<file path="config.mk">
export PLATFORM = sky130hd
export DESIGN_NAME = sseg_scan_ctrl_flat
export DESIGN_NICKNAME = d
export VERILOG_FILES = /design/src/rtl/sseg_scan_ctrl_pkg.sv /design/src/rtl/sseg_scan_ctrl_if.sv /design/src/rtl/sseg_slot_timer.sv /design/src/rtl/sseg_scan_ctrl.sv /design/src/flat_wrapper.sv
export SDC_FILE = /design/constraint.sdc
export NUM_CORES = 1
export LEC_CHECK = 0
export CAP_MARGIN = 15
export CORE_MARGIN = 4
export CORE_UTILIZATION = 56
export DETAILED_ROUTE_END_ITERATION = 7
export GPL_ROUTABILITY_DRIVEN = 0
export PLACE_DENSITY = 0.8
export SLEW_MARGIN = 5
export SYNTH_ARGS = -nofsm -noshare
export SYNTH_HDL_FRONTEND = slang
export SYNTH_SLANG_ARGS = --single-unit
</file>
<file path="constraint.sdc">
create_clock -name clk -period 2.3 [get_ports clk]
set_clock_uncertainty 0.05 [all_clocks]
set_input_delay 0.46 -clock clk [delete_from_list [all_inputs] [get_ports clk]]
set_output_delay 0.46 -clock clk [all_outputs]
set_load 0.03 [all_outputs]
</file>
<file path="src/rtl/sseg_scan_ctrl_pkg.sv">
// Shared types and constants for the seven-segment scan controller.
package sseg_pkg;

  typedef enum logic {
    BLANK = 1'b0,
    ON    = 1'b1
  } scan_state_t;

  localparam logic [7:0]  SEG_OFF    = 8'hFF;
  localparam logic [3:0]  ANODE_OFF  = 4'hF;
  localparam int unsigned NUM_DIGITS = 4;

  function automatic logic [3:0] anode_sel(input logic [1:0] idx);
    return ~(4'b0001 << idx);
  endfunction

endpackage

</file>
<file path="src/rtl/sseg_scan_ctrl_if.sv">
// Frame load port: producer offers a 4-digit pattern, controller accepts on valid&&ready.
interface sseg_scan_ctrl_if;
  logic [31:0] seg_data;
  logic        load_valid;
  logic        load_ready;

  modport master (output seg_data, output load_valid, input  load_ready);
  modport slave  (input  seg_data, input  load_valid, output load_ready);
endinterface

</file>
<file path="src/rtl/sseg_slot_timer.sv">
// Blank/dwell phase counter; pulses at the last cycle of each phase and tracks the digit index.
module sseg_slot_timer #(
  parameter int unsigned DWELL_CYCLES = 100000,
  parameter int unsigned BLANK_CYCLES = 1000
) (
  input  logic       clk,
  input  logic       rst_n,
  input  logic       on_phase,
  output logic       blank_done,
  output logic       dwell_done,
  output logic [1:0] idx
);

  localparam int unsigned DW_W = $clog2(DWELL_CYCLES);
  localparam int unsigned BL_W = $clog2(BLANK_CYCLES);
  localparam int unsigned MX_W = (DW_W > BL_W) ? DW_W : BL_W;
  localparam int unsigned CW   = (MX_W > 0) ? MX_W : 1;

  localparam logic [CW-1:0] DWELL_LAST = CW'(DWELL_CYCLES - 1);
  localparam logic [CW-1:0] BLANK_LAST = CW'(BLANK_CYCLES - 1);

  logic [CW-1:0] cnt;

  assign blank_done = !on_phase && (cnt == BLANK_LAST);
  assign dwell_done =  on_phase && (cnt == DWELL_LAST);

  always_ff @(posedge clk or negedge rst_n) begin
    if (!rst_n) begin
      cnt <= '0;
      idx <= '0;
    end else begin
      if (blank_done || dwell_done) cnt <= '0;
      else                          cnt <= cnt + 1'b1;
      if (dwell_done) idx <= idx + 2'd1;
    end
  end

endmodule

</file>
<file path="src/rtl/sseg_scan_ctrl.sv">
// Four-digit multiplexed seven-segment scanner with blanking gaps, PWM brightness
// and frame-atomic pattern updates.
module sseg_scan_ctrl
  import sseg_pkg::*;
#(
  parameter int unsigned DWELL_CYCLES = 100000,
  parameter int unsigned BLANK_CYCLES = 1000,
  parameter int unsigned BRIGHT_W     = 4
) (
  input  logic                clk,
  input  logic                rst_n,
  sseg_scan_ctrl_if.slave     ld,
  input  logic [BRIGHT_W-1:0] brightness,
  input  logic [3:0]          digit_en,
  output logic                frame_start,
  output logic [3:0]          anode,
  output logic [7:0]          cathodes
);

  if (DWELL_CYCLES == 0 || BLANK_CYCLES == 0) begin : g_bad_params
    $error("sseg_scan_ctrl: DWELL_CYCLES and BLANK_CYCLES must be >= 1");
  end

  scan_state_t         state;
  logic                blank_done;
  logic                dwell_done;
  logic [1:0]          idx;
  logic [BRIGHT_W-1:0] pwm_cnt;
  logic [BRIGHT_W-1:0] bright_lat;
  logic [3:0]          en_lat;
  logic [31:0]         active;
  logic [31:0]         pending;
  logic                pending_vld;
  logic                shown;
  logic                xfer;
  logic                boundary;
  logic                lit;

  sseg_slot_timer #(
    .DWELL_CYCLES (DWELL_CYCLES),
    .BLANK_CYCLES (BLANK_CYCLES)
  ) u_timer (
    .clk        (clk),
    .rst_n      (rst_n),
    .on_phase   (state == ON),
    .blank_done (blank_done),
    .dwell_done (dwell_done),
    .idx        (idx)
  );

  assign xfer     = ld.load_valid && ld.load_ready;
  assign boundary = dwell_done && (idx == 2'(NUM_DIGITS - 1));
  // shown keeps the anodes dark after reset until a real pattern has been applied
  assign lit      = (state == ON) && shown && en_lat[idx] && (pwm_cnt <= bright_lat);

  always_ff @(posedge clk or negedge rst_n) begin
    if (!rst_n) begin
      state         <= BLANK;
      pwm_cnt       <= '0;
      bright_lat    <= '1;
      en_lat        <= 4'hF;
      active        <= '1;
      pending       <= '1;
      pending_vld   <= 1'b0;
      shown         <= 1'b0;
      ld.load_ready <= 1'b1;
      frame_start   <= 1'b0;
      anode         <= ANODE_OFF;
      cathodes      <= SEG_OFF;
    end else begin
      case (state)
        BLANK: if (blank_done) state <= ON;
        ON:    if (dwell_done) state <= BLANK;
      endcase
      if (state == ON) pwm_cnt <= pwm_cnt + 1'b1;

      frame_start <= boundary;
      if (boundary) begin
        bright_lat <= brightness;
        en_lat     <= digit_en;
        if (pending_vld) begin
          active      <= pending;
          shown       <= 1'b1;
          pending_vld <= 1'b0;
        end
      end
      // a capture coinciding with the boundary waits for the next one
      if (xfer) begin
        pending     <= ld.seg_data;
        pending_vld <= 1'b1;
      end
      ld.load_ready <= xfer ? 1'b0 : !pending_vld;

      if (lit) begin
        anode    <= anode_sel(idx);
        cathodes <= active[{idx, 3'b000} +: 8];
      end else begin
        anode    <= ANODE_OFF;
        cathodes <= SEG_OFF;
      end
    end
  end

endmodule

</file>
<file path="src/flat_wrapper.sv">
// flat-port wrapper written by rule: the top's interface ports become plain ports
module sseg_scan_ctrl_flat import sseg_pkg::*;
#(
  parameter int unsigned DWELL_CYCLES = 100000,
  parameter int unsigned BLANK_CYCLES = 1000,
  parameter int unsigned BRIGHT_W     = 4
)
  (clk, rst_n, brightness, digit_en, frame_start, anode, cathodes, ld_seg_data, ld_load_valid, ld_load_ready);
  sseg_scan_ctrl_if ld_i ();
  input  logic clk;
  input  logic rst_n;
  input  logic [BRIGHT_W-1:0] brightness;
  input  logic [3:0] digit_en;
  output logic frame_start;
  output logic [3:0] anode;
  output logic [7:0] cathodes;
  input wire logic [$bits(ld_i.seg_data)-1:0] ld_seg_data;
  input wire logic [$bits(ld_i.load_valid)-1:0] ld_load_valid;
  output wire logic [$bits(ld_i.load_ready)-1:0] ld_load_ready;
  assign ld_i.seg_data = ld_seg_data;
  assign ld_i.load_valid = ld_load_valid;
  assign ld_load_ready = ld_i.load_ready;
  sseg_scan_ctrl #(.DWELL_CYCLES(DWELL_CYCLES), .BLANK_CYCLES(BLANK_CYCLES), .BRIGHT_W(BRIGHT_W)) u_core (.clk(clk), .rst_n(rst_n), .ld(ld_i), .brightness(brightness), .digit_en(digit_en), .frame_start(frame_start), .anode(anode), .cathodes(cathodes));
endmodule
</file>
Word level (Yosys, flattened, before mapping)
Index checks and enable logic that the tools add are counted.
W data, S select, Z words.

operators by class
  bitwise gates (word level) = 2
  shift-type cells = 2
  add/sub/neg operators = 3
  equal/unequal tests = 3
  muxes and demuxes = 11
  reduce and logical (&&, ||, !) cells = 12
  order comparisons = 2

operators with widths
  cell                     count
  $shiftx A32 B6 Y8        1
  $add A17 B1 Y17 const B  1
  $eq A17 B10 Y1 const B   1
  $eq A17 B17 Y1 const B   1
  $mux W17                 1
  $mux W8                  1
  $logic_and A1 B1 Y1      7
  $mux W1                  6
  $add A4 B1 Y4 const B    1
  $le A4 B4 Y1             1
  $mux W4                  1
  $not A4 Y4               1
  $shl A1 B2 Y4 const A    1
  $lt A2 B3 Y1 const B     1
  $add A2 B1 Y2 const B    1
  $bmux W1 S2              1
  $eq A2 B2 Y1 const B     1
  $logic_not A1 Y1         2
  $pmux W1 S2              1
  $reduce_and A2 Y1        1
  $reduce_bool A2 Y1       1
  $logic_or A1 B1 Y1       1
  $not A1 Y1               1

storage, ports and cells
  register bits = 112
  bits of input ports = 43
  logic and storage cells = 49

Logic depth before layout (Yosys ltp)
  depth after elaboration = 5
  mapped depth = 7
  mapped depth without buffers = 6

Modules after synthesis
Synthesis repeated with hierarchy kept, for this count alone.

unflattened totals
  cell total of the unflattened synthesis = 335
  area, all modules = 4964.8 sq um

by module, submodules not included
  module           area each (sq um)  sequential area each (sq um)  times used  cells each
  sseg_scan_ctrl   3971.3             2433.6                        1           243
  sseg_slot_timer  993.5              475.5                         1           92

Worst setup path after synthesis
No wires, ideal clock.

  kind = register to register
  start point = reg u_core.u_timer.cnt[13]
  end point = reg u_core.active[10]
  arrival time = 1675 ps
  slack = 490 ps
  period minus slack after synthesis = 1810 ps
  required time = 2165 ps
  cell stages (with the launch flop) = 7
  setup time = 85 ps
  path through = dfrtp_1 -> nor4_2 -> and2_0 -> clkbuf_2 -> nand4_4 -> buf_6 -> mux2_1

between the ends
  word-level cells in the longest chain between the ends = 4

RTL lines
  what                                RTL line               source
  from (decl)                         sseg_slot_timer.sv:22  logic [CW-1:0] cnt;
  from (signal assigned)              sseg_slot_timer.sv:33  else cnt <= cnt + 1'b1;
  $eq A17 B17 Y1                      sseg_slot_timer.sv:25  assign dwell_done = on_phase && (cnt == DWELL_LAST);
  $logic_and A1 B1 Y1                 sseg_slot_timer.sv:25
  $logic_and A1 B1 Y1                 sseg_scan_ctrl.sv:52   assign boundary = dwell_done && (idx == 2'(NUM_DIGITS - 1));
  $reduce_and A2 Y1 (no source line)  -
  to (signal assigned)                sseg_scan_ctrl.sv:82   active <= pending;
  to (decl)                           sseg_scan_ctrl.sv:31   logic [31:0] active;

No other way between the ends.
A chain may end at the register's enable or synchronous reset.

Worst setup path in the final report
  start point = reg u_core.ld.load_ready
  end point = out ld_load_ready

RTL lines
  what                    RTL line                source
  from (decl)             sseg_scan_ctrl_if.sv:8  modport slave (input seg_data, input load_valid, output load_ready);
  from (signal assigned)  sseg_scan_ctrl.sv:92    ld.load_ready <= xfer ? 1'b0 : !pending_vld;
  to (decl)               flat_wrapper.sv:19      output wire logic [$bits(ld_i.load_ready)-1:0] ld_load_ready;

No word-level cell between the ends.

==> impl_metrics.yaml <==
run_status:
  status: "finished clean"
cts:
  cts_resized: 0
  cts_setup_buffers: 0
  clock-sinks: 112
  postCtsHoldBufs: 0
  numCtsBuffers: 9
  cts_root_buf: "clkbuf_8"
  clock_path_buffers: 2
  ctsHtreeMaxLevel: 3
  cts_tree: "yes"
  insertion_delay_ps: 370
  clk_pin_slew_worst_paths_ps: 100
critical_path:
  cpMaxStageDelayCell: "clkdlybuf4s50_1"
  ff2ff_path_depth: 5
  path_cells: "clkdlybuf4s50_1"
  crit_path_max_incr_delay_ps: 670
  critPathBufInv: 1
  critical_path_class: "reg2out"
  required_ps: 1790
  crit_arrival_ps: 1600
  reg2reg_slack_ps: 250
  setup.worst_path.start_class: "register"
  critPathLaunch: "u_core.ld.load_ready"
  cp_max_fo: 3
  crit_family: "buffers and inverters"
  rr_endpoint: "u_core.active[10]"
  setup.worst_path.end_class: "output port"
  worstReg2RegStart: "u_core.u_timer.cnt[3]"
sta:
  setup_viol: 0
  max_slew.worst_pin.slew_ps: 600
  fmax_mhz: 473
  grt_setup_unrepaired: "false"
  post-route-min-period_ps: 2110
  slew_viol_final: 0
  max_slew_margin: 0.600
  tns_ps: 0
  period_share: 0.919
  hold_viol: 0
layout:
  layout_commonest_cell: "dfstp_2"
  drive_above_1_share: 0.421
  final_cell_mix: "85 x dfstp_2, 55 x clkdlybuf4s50_1, 45 x mux2_2"
  n_fill_cell: 577
  syn_to_final_growth_pct: 18.6
  fin_area_mm2: 0.00576
  diodes: 0
  fin_nets: 452
global_route:
  grt_usage: 0.179
  grt_overflow: 0
  grt_pass1_vias: 2888
  grt_pass1_wl_um: 14200
  antenna_found_initial: 0
  grt_start_max_net_pins: 50
placed_design:
  hpwl_um: 5950
  port-buffer-count: 56
  placedInstanceArea_mm2: 0.00556
routing:
  vias_per_cell: 5.40
  first_pass_iters: 4
  first_iter_violations: 90
  wl_um: 8400
  vias: 2750
  drcViolationCount: 0
  drtAntennaViolNets: 0
  wl_per_cell_um: 16.5
synth:
  avgSynthCellArea_um2: 14.4
  synth.ff_latch_count: 112
  synth_cells: 336
  synth.distinct_cells: 38
  synth_edf_count: 0
  ys_warn_count: 0
  synthesis.area_mm2: 0.00485
  yosysSeqAreaShare: 0.599
  async_flop_share: 1.00
  ys.flop_type: "dfstp_2"
  synth_fp_nets: 389
pwr:
  max-vdd-ir-drop_v: 0.000373
  p_leak_nw: 2.44
  powerDensity_mw_per_mm2: 582
  p_total_w: 0.00335
min_path:
  hold_path_class: "in2async"
floorplan:
  ios: 57
  die-area_mm2: 0.0102
  core_region_area_mm2: 0.00834
  initial_utilization: 0.582
  num_rows: 33
  dieHeight_um: 101
  fp.dieW_um: 101
flow_run:
  max_cap_viol_count: 0
[through the flow]
stage / hold WS [ps] / std cells / util / worst slack [ps]
3_5_place_dp: 350 / 493 / 0.667 / 251
5_1_grt: 88.2 / 509 / 0.691 / 133
3_3_place_gp: 343 / 493 / 0.667 / 310
4_1_cts: 56.9 / 509 / 0.691 / 166
2_1_floorplan: 114 / 336 / - / 490
6_report: 57.8 / 509 / 0.691 / 187
[final cells by class]
cell class                 instances  area [um2]  share of cell area
tap                              105         131              0.0228
clock buffer                      10         149              0.0259
inverter                          17        63.8              0.0111
clock inverter                     6        48.8             0.00847
multi-input combinational        194        1810               0.314
timing repair buffer              65         651               0.113
sequential                       112        2910               0.505
[worst max path at each step]
stage,cells past startpoint,slack [ps],endpoint
global route,1,130,ld_load_ready
floorplan,6,490,u_core.active[10]
detailed placement,5,250,u_core.active[10]
finish,1,190,ld_load_ready
CTS,1,170,ld_load_ready
global placement,6,310,u_core.active[31]
[cells by family after synthesis]
kind of cell / Yosys count / share of synthesized area
AO/OA/AOI/OAI: 7 / 0.00928
AND/OR/NAND/NOR: 75 / 0.0894
multiplexers: 83 / 0.213
adder cells (fa/ha/maj): 10 / 0.0258
XOR/XNOR: 19 / 0.0343
buffers and inverters: 30 / 0.0286
flip-flops: 112 / 0.599
[metal layers]
metal / share of wire / vias to the layer above / GRT usage
met5: 0 / - / 0
met4: 0.0091 / 0 / 0.0399
met3: 0.048 / 6 / 0.0491
met2: 0.51 / 49 / 0.305
met1: 0.44 / 1386 / 0.229
li1: - / 1309 / -
[registers in the layout, indices dropped and copies added (netlist names)]
register / flops
u_core.anode: 4
u_core.state: 1
u_core.en_lat: 4
u_core.frame_start: 1
u_core.pwm_cnt: 4
u_core.pending_vld: 1
u_core.active: 32
u_core.ld.load_ready: 1
u_core.u_timer.idx: 2
u_core.u_timer.cnt: 17
u_core.shown: 1
u_core.cathodes: 8
u_core.pending: 32
u_core.bright_lat: 4
[cells in the mapped netlist, types with 3 or more instances]
| cell | instances | area share |
|---|---|---|
| nor3_1 | 4 | 0.0041 |
| ha_1 | 10 | 0.026 |
| xor2_1 | 6 | 0.011 |
| mux4_2 | 9 | 0.042 |
| nand4_1 | 5 | 0.0064 |
| mux2_1 | 29 | 0.067 |
| nand3_1 | 19 | 0.020 |
| and2_1 | 3 | 0.0039 |
| dfrtp_1 | 27 | 0.14 |
| nor4_1 | 5 | 0.0064 |
| nand2_1 | 9 | 0.0070 |
| clkbuf_1 | 4 | 0.0031 |
| mux2_2 | 45 | 0.10 |
| dfstp_2 | 85 | 0.46 |
| inv_1 | 17 | 0.013 |
| buf_6 | 3 | 0.0070 |
| xnor2_1 | 13 | 0.023 |
| buf_1 | 3 | 0.0023 |
| nor2_1 | 16 | 0.012 |
[where the power goes]
| group | switching, W | internal [W] | total (W) |
|---|---|---|---|
| Sequential | 0.0000192 | 0.00204 | 0.00206 |
| Clock | 0.000665 | 0.000472 | 0.00114 |
| Combinational | 0.0000624 | 0.0000973 | 0.000160 |
| Total | 0.000746 | 0.00261 | 0.00335 |
Power figures use the tool's default switching activity.
